==> config.mk <==
export PLATFORM = sky130hd
export DESIGN_NAME = prog_loader
export DESIGN_NICKNAME = d
export VERILOG_FILES = /design/src/rtl/riscv_defines.sv /design/src/rtl/loader_word_packer.sv /design/src/rtl/prog_loader.sv
export SDC_FILE = /design/constraint.sdc
export NUM_CORES = 1
export LEC_CHECK = 0
export ABC_AREA = 1
export CAP_MARGIN = 10
export CORE_UTILIZATION = 59
export DETAILED_ROUTE_END_ITERATION = 12
export PLACE_DENSITY_LB_ADDON = 0.05
export SLEW_MARGIN = 20
export SYNTH_ARGS = -nofsm -noshare
export SYNTH_HDL_FRONTEND = slang
export SYNTH_HIERARCHICAL = 1
export SYNTH_SLANG_ARGS = --single-unit
==> constraint.sdc <==
create_clock -name clk -period 3.3 [get_ports clk]
set_input_delay 0.825 -clock clk [delete_from_list [all_inputs] [get_ports clk]]
set_output_delay 0.825 -clock clk [all_outputs]
set_load 0.005 [all_outputs]
==> src/rtl/riscv_defines.sv <==
// Shared definitions for the program loader: FSM state type and size limit.
// Latency: n/a (types and constants only).
// Backpressure: n/a.
package riscv_defines;

  typedef enum logic [1:0] {
    ST_HDR  = 2'd0,
    ST_LOAD = 2'd1,
    ST_RUN  = 2'd2,
    ST_ERR  = 2'd3
  } loader_state_t;

  localparam int LOADER_MAX_WORDS = 1024;

endpackage

==> src/rtl/loader_word_packer.sv <==
// Little-endian byte-to-word packer: first accepted byte lands in bits 7:0.
// Latency: combinational word/done on the 4th accepted byte; partial bytes held in regs.
// Backpressure: none; bytes only advance on accept, so gaps simply hold the partial word.
// Ports: data (byte), accept (byte strobe), word (assembled word, valid with done),
//        done (high while the 4th byte of a word is being accepted).
module loader_word_packer (
  input  logic        clk,
  input  logic        rst_n,
  input  logic [7:0]  data,
  input  logic        accept,
  output logic [31:0] word,
  output logic        done
);

  logic [1:0]  byte_cnt;
  logic [23:0] partial;

  always_ff @(posedge clk or negedge rst_n) begin
    if (!rst_n) begin
      byte_cnt <= 2'd0;
      partial  <= 24'd0;
    end else if (accept) begin
      // 2-bit counter wraps 3->0 naturally at each word boundary
      byte_cnt <= byte_cnt + 2'd1;
      case (byte_cnt)
        2'd0:    partial[7:0]   <= data;
        2'd1:    partial[15:8]  <= data;
        2'd2:    partial[23:16] <= data;
        default: ;
      endcase
    end
  end

  // The 4th byte is taken straight from the input; the consumer registers it.
  assign word = {data, partial};
  assign done = accept && (byte_cnt == 2'd3);

endmodule

==> src/rtl/prog_loader.sv <==
// Boot loader: byte stream -> 32-bit word count header, then N words written to instruction memory.
// Latency: write strobe one cycle after a word's 4th byte; start one cycle after the last write.
// Backpressure: rx_ready high only while loading header/payload; dropped in RUN and ERR.
// Ports: clk, rst_n (async active-low); rx_valid/rx_data/rx_ready byte stream in;
//        prog_en/prog_addr/prog_data memory write out; start run release; load_err sticky error.
module prog_loader
  import riscv_defines::*;
#(
  parameter logic [31:0] BASE_ADDR = 32'h0000_0000,
  parameter int          MAX_WORDS = LOADER_MAX_WORDS
) (
  input  logic        clk,
  input  logic        rst_n,
  input  logic        rx_valid,
  input  logic [7:0]  rx_data,
  output logic        rx_ready,
  output logic        prog_en,
  output logic [31:0] prog_addr,
  output logic [31:0] prog_data,
  output logic        start,
  output logic        load_err
);

  localparam int WCW = $clog2(MAX_WORDS + 1);
  localparam logic [WCW-1:0] ONE_W = 1;

  loader_state_t state, state_nxt;

  logic        acc;
  logic        hdr_acc, pay_acc;
  logic [31:0] hdr_word, pay_word;
  logic        hdr_done, pay_done;
  logic        hdr_bad;
  logic        last_word;

  logic [WCW-1:0] n_last;
  logic [WCW-1:0] word_idx;

  logic ready_nxt, start_nxt, err_nxt;

  assign acc     = rx_valid && rx_ready;
  assign hdr_acc = acc && (state == ST_HDR);
  assign pay_acc = acc && (state == ST_LOAD);

  loader_word_packer u_hdr_packer (
    .clk    (clk),
    .rst_n  (rst_n),
    .data   (rx_data),
    .accept (hdr_acc),
    .word   (hdr_word),
    .done   (hdr_done)
  );

  loader_word_packer u_pay_packer (
    .clk    (clk),
    .rst_n  (rst_n),
    .data   (rx_data),
    .accept (pay_acc),
    .word   (pay_word),
    .done   (pay_done)
  );

  assign hdr_bad   = (hdr_word == 32'd0) || (hdr_word > 32'(MAX_WORDS));
  assign last_word = (word_idx == n_last);

  // Word bookkeeping: the last index (N-1) is stored so the end test is a plain compare.
  always_ff @(posedge clk or negedge rst_n) begin
    if (!rst_n) begin
      n_last   <= '0;
      word_idx <= '0;
    end else if (hdr_done && !hdr_bad) begin
      n_last   <= WCW'(hdr_word - 32'd1);
      word_idx <= '0;
    end else if (pay_done) begin
      word_idx <= word_idx + ONE_W;
    end
  end

  // State register
  always_ff @(posedge clk or negedge rst_n) begin
    if (!rst_n) state <= ST_HDR;
    else        state <= state_nxt;
  end

  // Next-state logic
  always_comb begin
    state_nxt = state;
    case (state)
      ST_HDR:  if (hdr_done) state_nxt = hdr_bad ? ST_ERR : ST_LOAD;
      ST_LOAD: if (pay_done && last_word) state_nxt = ST_RUN;
      ST_RUN:  state_nxt = ST_RUN;
      ST_ERR:  state_nxt = ST_ERR;
      default: state_nxt = ST_HDR;
    endcase
  end

  // Output decode. Flow-control and error follow the upcoming state so they change
  // on the same edge as the state; start follows the current state, which puts it
  // one cycle behind the final write strobe.
  always_comb begin
    ready_nxt = (state_nxt == ST_HDR) || (state_nxt == ST_LOAD);
    err_nxt   = (state_nxt == ST_ERR);
    start_nxt = (state == ST_RUN);
  end

  // Output registers: nothing from rx_* reaches an output without a flop.
  always_ff @(posedge clk or negedge rst_n) begin
    if (!rst_n) begin
      rx_ready  <= 1'b0;
      prog_en   <= 1'b0;
      prog_addr <= 32'd0;
      prog_data <= 32'd0;
      start     <= 1'b0;
      load_err  <= 1'b0;
    end else begin
      rx_ready <= ready_nxt;
      prog_en  <= pay_done;
      if (pay_done) begin
        prog_addr <= BASE_ADDR + (32'(word_idx) << 2);
        prog_data <= pay_word;
      end
      start    <= start_nxt;
      load_err <= err_nxt;
    end
  end

endmodule

# Yosys cells after proc, flatten, opt, wreduce, memory -nomap -nowiden
# Index checks and enable logic that the tools add are counted.
# Widths: inputs -> output; s select.
[classes]
addsub = 4
magnitude_cmp = 1
n_eq_ne = 12
n_mux = 6
n_reduce_logical = 22
[op_table]
columns = ["op", "n"]
rows = [
  ["$gt 32x11->1 const B", 1],
  ["$logic_not 32->1", 1],
  ["$mux 11", 2],
  ["$eq 2x2->1 const B", 7],
  ["$reduce_and 2->1", 6],
  ["$add 11x1->11 const B", 1],
  ["$eq 11x11->1", 1],
  ["$sub 11x1->11 const B", 1],
  ["$eq 2x1->1 const B", 4],
  ["$logic_not 2->1", 4],
  ["$pmux 2 s4", 1],
  ["$logic_and 1x1->1", 7],
  ["$mux 2", 3],
  ["$add 2x1->2 const B", 2],
  ["$logic_or 1x1->1", 2],
  ["$reduce_bool 2->1", 1],
  ["$logic_not 1->1", 1],
]
[word_totals]
ff_bits = 123
inputBits = 11
output_inout_bits = 68
wordCells = 62

# Depth between registers and ports, before layout
[depth]
depth_word = 8
mapped_depth = 15
mapped_depth_nobuf = 14

# Hierarchy
# The synthesis kept the hierarchy.
[modules_own_cells]
columns = ["module", "n_inst", "cells_per_inst", "area_each_um2"]
rows = [
  ["prog_loader", 1, 443, 3535.9],
  ["loader_word_packer", 2, 129, 1156.1],
]

# Worst setup path before layout
# OpenSTA, ideal clock, no wires.
[synth_path]
path_type = "input to register"
startpoint = "input port rx_valid"
endpoint = "register word_idx[4]"
setup_time_ns = 0.062
arrival_ns = 2.151
slack_ns = 1.087
stages = 10
cell_sequence = "nand2_1 -> nor2_1 -> buf_2 -> nand2_1 -> inv_1 -> clkbuf_1 -> nand2_1 -> o21ai_0 -> nand3b_2 -> inv_2"
[synth_via]
elab_cells_between_ends = 8
cone_classes = "1 x mux; 7 x reduce/logical"
[synth_rtl]
columns = ["element", "line", "rtl"]
rows = [
  ["start, declared", "prog_loader.sv:14", "input logic rx_valid,"],
  ["$logic_and 1x1->1", "prog_loader.sv:41", "assign acc = rx_valid && rx_ready;"],
  ["$logic_and 1x1->1", "prog_loader.sv:43", "assign pay_acc = acc && (state == ST_LOAD);"],
  ["net pay_acc", "prog_loader.sv:30", "logic hdr_acc, pay_acc;"],
  ["$logic_and 1x1->1", "loader_word_packer.sv:36", "assign done = accept && (byte_cnt == 2'd3);"],
  ["net pay_done", "prog_loader.sv:32", "logic hdr_done, pay_done;"],
  ["$reduce_bool 2->1 (no source line)", "--", ""],
  ["end signal, assigned", "prog_loader.sv:75", "word_idx <= word_idx + ONE_W;"],
  ["end, declared", "prog_loader.sv:37", "logic [WCW-1:0] word_idx;"],
]
# The timed path passes the listed nets, and every way through them passes these cells.
# A chain may end at the register's enable or synchronous reset.

# Worst setup path after layout
[layout_path]
startpoint = "input port rx_data[5]"
endpoint = "register n_last[6]"
[layout_via]
elab_chain_cells = 4
elab_cells_between_ends = 5
cone_classes = "1 x order compare; 4 x reduce/logical"
[layout_lines]
columns = ["element", "line", "rtl"]
rows = [
  ["start, declared", "prog_loader.sv:15", "input logic [7:0] rx_data,"],
  ["$gt 32x11->1 or $logic_not 32->1 (tied branches)", "prog_loader.sv:63", "assign hdr_bad = (hdr_word == 32'd0) || (hdr_word > 32'(MAX_WORDS));"],
  ["$logic_or 1x1->1 (*)", "prog_loader.sv:63", ""],
  ["$logic_not 1->1 (*)", "prog_loader.sv:71", "end else if (hdr_done && !hdr_bad) begin"],
  ["$logic_and 1x1->1 (*)", "prog_loader.sv:71", ""],
  ["end signal, assigned", "prog_loader.sv:72", "n_last <= WCW'(hdr_word - 32'd1);"],
  ["end, declared", "prog_loader.sv:36", "logic [WCW-1:0] n_last;"],
]
# Every way passes the cells marked *; elsewhere a longest branch is shown, timed or not.

==> flow_metrics.env <==
export IMPL_start_kind="input pin"
export IMPL_avgSynthCellArea_um2=8.34
export IMPL_cts_resized=0
export IMPL_synth_distinct_cells=32
export IMPL_status="completed"
export IMPL_finalCriticalPeriod_ns=2.38
export IMPL_antenna_left=0
export IMPL_grt_first_pass_wirelength_um=20800
export IMPL_rsz0062_at_grt="no"
export IMPL_dp_slack_ns=0.415
export IMPL_cp_cell_sequence="clkdlybuf4s50_1 > nor2_1 > nand2_1 > nor2_1 > nand2_1 > nor2_1 > nand3_4 > nand2_1 > o21ai_2"
export IMPL_grt_ovfl_total=0
export IMPL_grt_pass1_vias=4372
export IMPL_portBuffers=57
export IMPL_nFillCells=725
export IMPL_synth_flop_cell="dfrtp_1"
export IMPL_track_usage_pct=26.4
export IMPL_ff2ff_path_depth=13
export IMPL_clock_fmax_ghz=0.420
export IMPL_cp_depth=9
export IMPL_syn_inst=701
export IMPL_cts_buffers=17
export IMPL_start_util_pct=62.1
export IMPL_slowest_delay_ns=0.58
export IMPL_holdBufCountCts=0
export IMPL_synth_edff_count=0
export IMPL_final_nets=769
export IMPL_dieArea_mm2=0.0103
export IMPL_hold_class="in -> async"
export IMPL_first_pass_iters=5
export IMPL_finalSetupViolCount=0
export IMPL_fin_crit_sh_pct=72.2
export IMPL_drive_gt1_share_pct=9.21
export IMPL_grt_start_max_net_pins=57
export IMPL_hpwl_um=8290
export IMPL_viasPerCell=5.16
export IMPL_cts_max_path_buffers=2
export IMPL_avgRoutedWirePerCell_um=14.1
export IMPL_slew_viol_final=0
export IMPL_fin_ws_ns=0.917
export IMPL_synthesis_area_mm2=0.00585
export IMPL_core_area_mm2=0.00942
export IMPL_cp_required_ns=3.68
export IMPL_die_width_um=102
export IMPL_drc=0
export IMPL_yosys_cell_count_top_type="nand2_1"
export IMPL_wirelength_um=12500
export IMPL_multi_input_area_mm2=0.00221
export IMPL_clk_latency_ns=0.51
export IMPL_synth_common_cells="288 x nand2_1, 123 x dfrtp_1, 64 x nand3_1, 53 x inv_1, 43 x buf_4"
export IMPL_io_pin_count=79
export IMPL_fin_tns_setup_ns=0
export IMPL_crit_path_max_fanout=32
export IMPL_cap_violations=0
export IMPL_die_height_um=102
export IMPL_end_kind="flip-flop"
export IMPL_async_flop_share_pct=100
export IMPL_design_power_total_mw=3.41
export IMPL_power_leakage_nw=3.78
export IMPL_rows=35
export IMPL_ys_seq_area_share_pct=52.6
export IMPL_hold_viol=0
export IMPL_synth_top_area_share_pct=52.6
export IMPL_worst_pin_slew_ns=0.670
export IMPL_crit_slowest_cell="clkdlybuf4s50_1"
export IMPL_cts_htree_levels=4
export IMPL_critical_path_top_delay_family="simple AND/OR/NAND/NOR gates"
export IMPL_antenna_found_initial=0
export IMPL_critical_path_arrival_ns=2.77
export IMPL_path_clk_slew_ns=0.06
export IMPL_seqCellArea_mm2=0.00308
export IMPL_crit_buf_inv=1
export IMPL_cts_root_buf="clkbuf_8"
export IMPL_synth_area_leaders="dfrtp_1 53%, nand2_1 18%, buf_4 5.5%"
export IMPL_synth_warnings=6
export IMPL_vias=4586
export IMPL_relSlewSlack_pct=55.3
export IMPL_cts_tree="yes"
export IMPL_ys_ff_latch=123
export IMPL_gp_congestion=0.841
export IMPL_yosys_area_top_type="dfrtp_1"
export IMPL_drt_initial_drc_count=249
export IMPL_power_density_mw_per_mm2=493
export IMPL_max_vdd_ir_drop_uv=351
export IMPL_areaGrowthSynthToFinish_pct=18.3
export IMPL_critPathKind="in -> reg"
export IMPL_diodes=0
export IMPL_postCtsSetupBuffers=0
export IMPL_clkSinkCount=123
export IMPL_fin_worst_skew_ns=0.00621
power breakdown:
group | leakage (nW) | total (mW) | switching (mW) | internal (mW)
clock | 0.285 | 1.83 | 0.678 | 1.15
sequential | 1.64 | 1.51 | 0 | 1.51
combinational | 1.86 | 0.0721 | 0.0538 | 0.0183
total | 3.78 | 3.41 | 0.732 | 2.68
worst paths after layout:
kind                                              to                 startpoint  slack (ns)
min reg2reg                prog_data[18]$_DFFE_PN0P_  prog_data[18]$_DFFE_PN0P_        0.47
max in group asynchronous  prog_data[26]$_DFFE_PN0P_                      rst_n        2.21
max                            n_last[6]$_DFFE_PN0P_                 rx_data[5]        0.92
min                         prog_addr[5]$_DFFE_PN0P_                      rst_n        0.36
min in group clk           prog_data[18]$_DFFE_PN0P_  prog_data[18]$_DFFE_PN0P_        0.47
max reg2reg                  word_idx[9]$_DFFE_PN0P_         state[1]$_DFF_PN0_        1.38
metal layers:
metal	GRT usage [%]	part of all wire (%)
met1	33.4	43
met2	44.4	51
met3	5.18	4.2
met4	10.9	1.9
met5	0	0
cell families (layout without fill, tap and decap cells):
logic type	Yosys count	in the layout	synth area share, %
other	1	21	0.0641
flip-flops	123	123	52.6
AND/OR/NAND/NOR	409	409	29.4
XOR/XNOR	10	10	1.50
buffers and inverters	116	155	10.9
AO/OA/AOI/OAI	31	31	3.23
adder cells (fa/ha/maj)	11	11	2.35
cells in the final DEF, fill, tap and decap left out, types with 2 or more instances in the layout:
cell and count:
ha_1 11, nor2_1 33, nand2_2 2, xnor2_1 4, nand2_1 288, nor3_1 3, inv_1 53, o21ai_2 9
buf_4 12, clkinvlp_4 2, nand3_1 64, nand3_2 4, dfrtp_1 123, clkinv_4 5, nand2_4 2, xor2_1 6
bufinv_16 3, clkbuf_16 16, clkdlybuf4s50_1 56, conb_1 21, clkinv_2 3, o21ai_0 20, nand4_1 4, nor2_2 3
flip-flops by register name, summed over array words and instances (netlist names):
name                   cells
word_idx                  11
n_last                    11
prog_data                 32
start                      1
prog_addr                 11
prog_en                    1
u_hdr_packer/partial      24
state                      2
u_pay_packer/partial      24
rx_ready                   1
u_hdr_packer/byte_cnt      2
u_pay_packer/byte_cnt      2
load_err                   1
through the flow:
stage / area (um^2) / utilization [%] / hold WS (ns) / cells
after floorplan: 5920 / - / 0.442 / 721
after global placement: 6330 / 67.2 / 0.455 / 857
after detailed placement: 6330 / 67.2 / 0.460 / 857
after CTS: 6920 / 73.5 / 0.369 / 889
after global routing: 6920 / 73.5 / 0.410 / 889
final: 6920 / 73.5 / 0.358 / 889
area by class of cell:
| type | instances | area share, % |
|---|---|---|
| Sequential cell | 123 | 44.5 |
| Multi-Input combinational cell | 482 | 32.0 |
| Timing Repair Buffer | 69 | 9.69 |
| Clock buffer | 18 | 6.04 |
| Inverter | 54 | 2.93 |
| Clock inverter | 14 | 2.50 |
| Tap cell | 129 | 2.33 |
No activity file was read; power rests on OpenSTA's default activity.
